File: config.mk
export PLATFORM = sky130hd
export DESIGN_NAME = exe_unit_seq
export DESIGN_NICKNAME = d
export VERILOG_FILES = /design/src/rtl/exe_unit_seq.sv
export SDC_FILE = /design/constraint.sdc
export NUM_CORES = 1
export LEC_CHECK = 0
export CAP_MARGIN = 25
export CORE_MARGIN = 1
export CORE_UTILIZATION = 50
export DETAILED_ROUTE_END_ITERATION = 16
export PLACE_DENSITY = 0.7
export SYNTH_ARGS = -nofsm -noshare
export SYNTH_HDL_FRONTEND = slang
export SYNTH_SLANG_ARGS = --single-unit
File: constraint.sdc
create_clock -name i_clk -period 4.62 [get_ports i_clk]
set_input_delay 0.462 -clock i_clk [delete_from_list [all_inputs] [get_ports i_clk]]
set_output_delay 0.462 -clock i_clk [all_outputs]
set_load 0.01 [all_outputs]
File: src/rtl/exe_unit_seq.sv
// Sequenced execute unit: single-cycle SLA/CMP/ADD/SUB and an iterative signed MUL.
// One result pulse on o_valid per accepted request, with results held between pulses.
//
// state   | meaning
// --------+------------------------------------------------------------
// ST_IDLE | o_ready=1; single-cycle ops complete here, MUL moves to BUSY
// ST_BUSY | o_ready=0; one multiplier bit per edge, down-counter to zero
module exe_unit_seq #(
  parameter int WIDTH = 8
) (
  input  logic             i_clk,
  input  logic             i_rsn,
  input  logic             i_valid,
  input  logic [2:0]       i_oper,
  input  logic [WIDTH-1:0] i_argA,
  input  logic [WIDTH-1:0] i_argB,
  output logic             o_ready,
  output logic             o_valid,
  output logic [WIDTH-1:0] o_result,
  output logic [2:0]       o_status
);

  localparam int               CW          = $clog2(WIDTH);
  localparam logic [CW-1:0]    LP_CNT_LOAD = CW'(WIDTH - 1);
  localparam logic [WIDTH-1:0] LP_WIDTH    = WIDTH'(WIDTH);

  typedef enum logic [2:0] {
    OP_SLA = 3'b000,
    OP_CMP = 3'b001,
    OP_ADD = 3'b010,
    OP_SUB = 3'b011,
    OP_MUL = 3'b100
  } op_e;

  typedef enum logic {
    ST_IDLE = 1'b0,
    ST_BUSY = 1'b1
  } state_e;

  state_e             r_state;
  logic               r_ready;
  logic               r_valid;
  logic [WIDTH-1:0]   r_result;
  logic [2:0]         r_status;
  logic [CW-1:0]      r_cnt;
  logic [2*WIDTH-1:0] r_acc;
  logic [2*WIDTH-1:0] r_mcand;
  logic [WIDTH-1:0]   r_mplier;

  logic [WIDTH-1:0]   w_sum;
  logic [WIDTH-1:0]   w_diff;
  logic [WIDTH-1:0]   w_shl;
  logic [WIDTH-1:0]   w_shl_back;
  logic               w_sla_err;
  logic               w_sla_ovf;
  logic               w_add_ovf;
  logic               w_sub_ovf;
  logic               w_cmp_gt;
  logic [WIDTH-1:0]   w_sc_result;
  logic               w_sc_err;
  logic               w_sc_ovf;
  logic               w_sc_zero;

  logic               w_mul_last;
  logic [2*WIDTH-1:0] w_mul_addend;
  logic [2*WIDTH-1:0] w_acc_next;
  logic               w_mul_ovf;
  logic               w_mul_zero;

  // Single-cycle datapath, evaluated on the live request operands
  always_comb begin
    w_sum      = i_argA + i_argB;
    w_diff     = i_argA - i_argB;
    w_sla_err  = i_argB[WIDTH-1] || (i_argB >= LP_WIDTH);
    w_shl      = i_argA << i_argB;
    // Shifting back arithmetically recovers A only if no significant bit was lost
    w_shl_back = $signed(w_shl) >>> i_argB;
    w_sla_ovf  = (w_shl_back != i_argA);
    w_add_ovf  = (i_argA[WIDTH-1] == i_argB[WIDTH-1]) && (w_sum[WIDTH-1] != i_argA[WIDTH-1]);
    w_sub_ovf  = (i_argA[WIDTH-1] != i_argB[WIDTH-1]) && (w_diff[WIDTH-1] != i_argA[WIDTH-1]);
    w_cmp_gt   = $signed(i_argA) > $signed(i_argB);

    w_sc_result = '0;
    w_sc_err    = 1'b0;
    w_sc_ovf    = 1'b0;
    case (i_oper)
      OP_SLA: begin
        if (w_sla_err) begin
          w_sc_err = 1'b1;
        end else begin
          w_sc_result = w_shl;
          w_sc_ovf    = w_sla_ovf;
        end
      end
      OP_CMP: w_sc_result = {{(WIDTH-1){1'b0}}, w_cmp_gt};
      OP_ADD: begin
        w_sc_result = w_sum;
        w_sc_ovf    = w_add_ovf;
      end
      OP_SUB: begin
        w_sc_result = w_diff;
        w_sc_ovf    = w_sub_ovf;
      end
      default: w_sc_err = 1'b1;
    endcase
    w_sc_zero = !w_sc_err && (w_sc_result == '0);
  end

  // Shift-add multiply; the sign bit of B carries negative weight, so the last step subtracts
  always_comb begin
    w_mul_last   = (r_cnt == '0);
    w_mul_addend = '0;
    if (r_mplier[0]) begin
      w_mul_addend = w_mul_last ? (~r_mcand + 1'b1) : r_mcand;
    end
    w_acc_next = r_acc + w_mul_addend;
    w_mul_ovf  = !((&w_acc_next[2*WIDTH-1:WIDTH-1]) || !(|w_acc_next[2*WIDTH-1:WIDTH-1]));
    w_mul_zero = (w_acc_next[WIDTH-1:0] == '0);
  end

  always_ff @(posedge i_clk) begin
    if (i_rsn) begin
      r_state  <= ST_IDLE;
      r_ready  <= 1'b1;
      r_valid  <= 1'b0;
      r_result <= '0;
      r_status <= '0;
      r_cnt    <= '0;
      r_acc    <= '0;
      r_mcand  <= '0;
      r_mplier <= '0;
    end else begin
      r_valid <= 1'b0;
      case (r_state)
        ST_IDLE: begin
          if (i_valid) begin
            if (i_oper == OP_MUL) begin
              r_state  <= ST_BUSY;
              r_ready  <= 1'b0;
              r_cnt    <= LP_CNT_LOAD;
              r_acc    <= '0;
              r_mcand  <= {{WIDTH{i_argA[WIDTH-1]}}, i_argA};
              r_mplier <= i_argB;
            end else begin
              r_valid  <= 1'b1;
              r_result <= w_sc_result;
              r_status <= {w_sc_zero, w_sc_ovf, w_sc_err};
            end
          end
        end
        ST_BUSY: begin
          r_acc    <= w_acc_next;
          r_mcand  <= r_mcand << 1;
          r_mplier <= r_mplier >> 1;
          if (w_mul_last) begin
            r_state  <= ST_IDLE;
            r_ready  <= 1'b1;
            r_valid  <= 1'b1;
            r_result <= w_acc_next[WIDTH-1:0];
            r_status <= {w_mul_zero, w_mul_ovf, 1'b0};
          end else begin
            r_cnt <= r_cnt - CW'(1);
          end
        end
      endcase
    end
  end

  // Reset masks ready in the same cycle so a coincident request is never taken
  assign o_ready  = r_ready && !i_rsn;
  assign o_valid  = r_valid;
  assign o_result = r_result;
  assign o_status = r_status;

endmodule

==> summary.md <==
| Metric | Value |
|---|---|
| Result of the run | complete, no violations |
| Post-layout min period | between 3000 and 4000 ps |
| Count of state elements after synthesis | 57 |
| Most frequent cells in the layout | 88 x sky130_fd_sc_hd__nor2_1, 56 x sky130_fd_sc_hd__dfxtp_1, 40 x sky130_fd_sc_hd__nand2_1, 39 x sky130_fd_sc_hd__a21oi_1, 34 x sky130_fd_sc_hd__o21ai_0 |
| Worst Reg-to-Reg Cells | 17 |
| Overall power consumption | approximately 1300 uW |
| Number of diodes added for antenna fixing | 0 |
| Total of max-cap violations | 0 |
| Maximum number of pins on one net before global-route repair | 36 |
| DRC errors left | 0 |
| Critical Setup Path Class | reg -> reg |
| Leak | 0.00208 uW |
| Critical Path End Type | flip-flop |
| Number of slew-limit violations in the final report | 0 |
| Starting utilization of the core area | roughly 53% |
| Nets | slightly below 700 |
| Fraction of the yosys area taken by sequential cells | about a quarter |
| Clk Latency, worst-skew pair | approximately 350 ps |
| Initial drt markers | around 380 |
| Worst slew pin tran | 679 ps |
| Class of the tightest hold or removal check | reg -> reg |
| Mapped Avg Cell Area | ~7.6 um2 |
| Summed instance area of the synthesized netlist | roughly 4700 um2 |
| Worst reg2reg endpoint | o_status[1] |
| Worst voltage drop across the vdd grid | 0.000193 V |
| Synthesized Nets | about 680 |
| Ratio of cells with drive above 1 in the final layout | roughly 5.5% |
| Most frequent standard cell in the layout excluding fill and tap cells | sky130_fd_sc_hd__nor2_1 |
| Data arrival time at the worst-slack endpoint | ~4000 ps |
| Cell count after synthesis | 620 |
| Clock tree from TritonCTS | yes |
| All-layer global routing usage | 29.2% |
| Buffers on Ports | 34 |
| Via count | ~4700 |
| Final Hold Violating Endpoints | 0 |
| Number of different library cells in the post-synthesis netlist | 57 |
| Primary flip-flop cell chosen by synthesis mapping | sky130_fd_sc_hd__dfxtp_1 |
| Upper clock frequency limit | 0.265 GHz |
| Number of post-CTS setup repair buffers | 0 |
| Sum of overflow across all layers after global routing | 0 |
| Critical-path maximum fanout | 17 |
| # IOs | 35 |
| Required time of the critical path | about 4900 ps |
| Pre-CTS setup slack | 886 ps |
| Count of flip-flops with a built-in enable after synthesis | 0 |
| Buffers from clock root to sink, at most | 2 |
| Power per cell area | 253 nW/um2 |
| Post-CTS Hold Buffers | 0 |
| Placed wire-length estimate after detailed placement | roughly 10000 um |
| Origin of the worst setup path | r_cnt[0] |
| Worst r2r src | r_cnt[0] |
| Fraction of registers with async set or reset after synthesis | 0% |
| First-pass GRT wire length | 22700 um |
| Number of sinks handled by clock tree synthesis | 57 |
| Post-route non-filler standard cell count | 747 |
| Standard-cell rows | 34 |
| Antenna violations before repair | 0 |
| Final setup slack of the worst path | between 800 and 900 ps |
| Ratio of final minimum period to clock period | between 80% and 90% |
| Final TNS setup | 0 ps |
| Layout overhead on the synthesized area | 13.5% |
| H-tree depth reported by CTS | 3 |
| Placed standard-cell area | 5100 um2 |
| Post-CTS Resized | 0 |
| Routability-driven placement congestion ratio | about 0.95 |
| Clock edge transition at the registers on the reported setup and hold paths | about 70 ps |
| YS warnings | 0 |
| Die X-Extent | 98.8 um |
| Number of global-route vias before repair | around 4400 |
| Number of vias per cell after detailed routing | approximately 6.3 |
| Detailed-router iteration count before antenna repair | 5 |
| Floorplan die height | 98.8 um |
| Drt total wl | around 14000 um |
| Finish-stage setup viols | 0 |
| Register-to-register setup slack | about 850 ps |
| Final Skew | roughly 14 ps |
| Max-slew headroom | 54.7% |
| Clock buffers created by TritonCTS | 9 |
| Area of all placed cells without fillers | ~5300 um2 |
| Antenna Violating Nets Remaining | 0 |
| Setup crit start kind | flip-flop |
| Endpoint of the most critical setup path | o_status[1] |
| Placed Instances | ~730 |
| RSZ-0062 raised after global routing | false |
| Fillers | approximately 840 |
| CTS Root Cell | sky130_fd_sc_hd__clkbuf_8 |
| Post-detailed-route wirelength per cell | between 15 and 20 um |
| Die Footprint | slightly below 10000 um2 |
| Area inside the core boundary | between 8000 and 9000 um2 |
registers in the layout, summed over array words and instances, names as in the netlist, 3 cells and up:
| name | flops |
|---|---|
| r_acc | 16 |
| r_mplier | 8 |
| r_mcand | 16 |
| r_cnt | 3 |
| o_status | 3 |
| o_result | 8 |
through the flow:
step / hold WS (ps) / utilization (%)
CTS: 457 / 59.8
global route: 482 / 59.8
finish: 457 / 59.8
detailed placement: 449 / 57.3
floorplan: 441 / -
global placement: 441 / 57.0
layer usage:
| layer | part of all wire (%) | routed length (um) | global-route usage, % | up-vias |
|---|---|---|---|---|
| met5 | 0 | 0 | 0 | - |
| met4 | 1.7 | 234 | 8.38 | 0 |
| met3 | 7.7 | 1060 | 5.25 | 23 |
| met2 | 42 | 5770 | 42.4 | 203 |
| met1 | 48 | 6600 | 43.8 | 2217 |
| li1 | - | - | - | 2294 |
synthesized netlist by cell type (all sizes together), types with 9 or more instances:
| cell type | instances | share of area, % |
|---|---|---|
| dfxtp | 57 | 24 |
| a221oi | 9 | 1.7 |
| a21oi | 39 | 4.2 |
| o21ai | 35 | 3.7 |
| clkbuf | 30 | 2.4 |
| nand3 | 13 | 1.4 |
| a22oi | 17 | 2.7 |
| nand2b | 14 | 1.9 |
| buf | 10 | 1.1 |
| a211oi | 13 | 2.1 |
| nor3 | 17 | 1.8 |
| inv | 24 | 1.9 |
| nor2 | 88 | 7.1 |
| nand2 | 40 | 3.2 |
| nor2b | 15 | 2.0 |
| mux2i | 11 | 2.4 |
| ha | 33 | 8.8 |
| xnor2 | 24 | 4.5 |
| and2 | 13 | 1.7 |
| o211ai | 10 | 1.6 |
| a222oi | 13 | 2.8 |
| or3 | 11 | 1.5 |
critical path, stage by stage (launching register included):
cell                      delay (ps)
sky130_fd_sc_hd__dfxtp_1         320
sky130_fd_sc_hd__inv_1            80
sky130_fd_sc_hd__ha_1            160
sky130_fd_sc_hd__nor2b_1         120
sky130_fd_sc_hd__buf_4           210
sky130_fd_sc_hd__o31ai_1         120
sky130_fd_sc_hd__xnor2_1         130
sky130_fd_sc_hd__and2_1          180
sky130_fd_sc_hd__ha_1            330
sky130_fd_sc_hd__o21ai_0         160
sky130_fd_sc_hd__nor3_1          410
sky130_fd_sc_hd__o21ai_0         170
sky130_fd_sc_hd__a21oi_1         230
sky130_fd_sc_hd__nor2_1           80
sky130_fd_sc_hd__xnor2_1         270
sky130_fd_sc_hd__and4_1          240
sky130_fd_sc_hd__a31oi_1          80
sky130_fd_sc_hd__or3_1           350
worst min path at each step:
stage / slack (ps) / cells past startpoint / startpoint / end
6_report: 460 / 2 / o_result[7] / o_result[7]
5_1_grt: 480 / 2 / o_result[3] / o_result[3]
4_1_cts: 460 / 2 / o_result[7] / o_result[7]
3_5_place_dp: 450 / 2 / o_result[7] / o_result[7]
3_3_place_gp: 440 / 2 / o_result[3] / o_result[3]
2_1_floorplan: 440 / 2 / r_acc[4] / r_acc[4]
cell type report:
class                      instances  area [um2]  share of cell area (%)
multi-input combinational        499        3310                    62.2
clock inverter                     5        78.8                    1.48
sequential                        57        1140                    21.5
timing repair buffer              43         423                    7.95
tap                              108         135                    2.54
clock buffer                      11         141                    2.66
inverter                          24        90.1                    1.69
logic make-up (layout without fill, tap and decap cells):
group	after synthesis	in the layout	share of synthesized area [%]
buffers and inverters	64	83	5.40
flip-flops	57	57	24.4
AO/OA/AOI/OAI	183	183	26.7
AND/OR/NAND/NOR	232	232	23.7
multiplexers	17	17	4.03
XOR/XNOR	31	31	5.80
adder cells (fa/ha/maj)	36	36	10.1
report_power, final:
group | total, uW | switching, uW | internal, uW
logic | 297 | 172 | 125
clock network | 532 | 215 | 318
registers | 515 | 11.6 | 504
total | 1340 | 398 | 946
No activity file was read; power rests on OpenSTA's default activity.
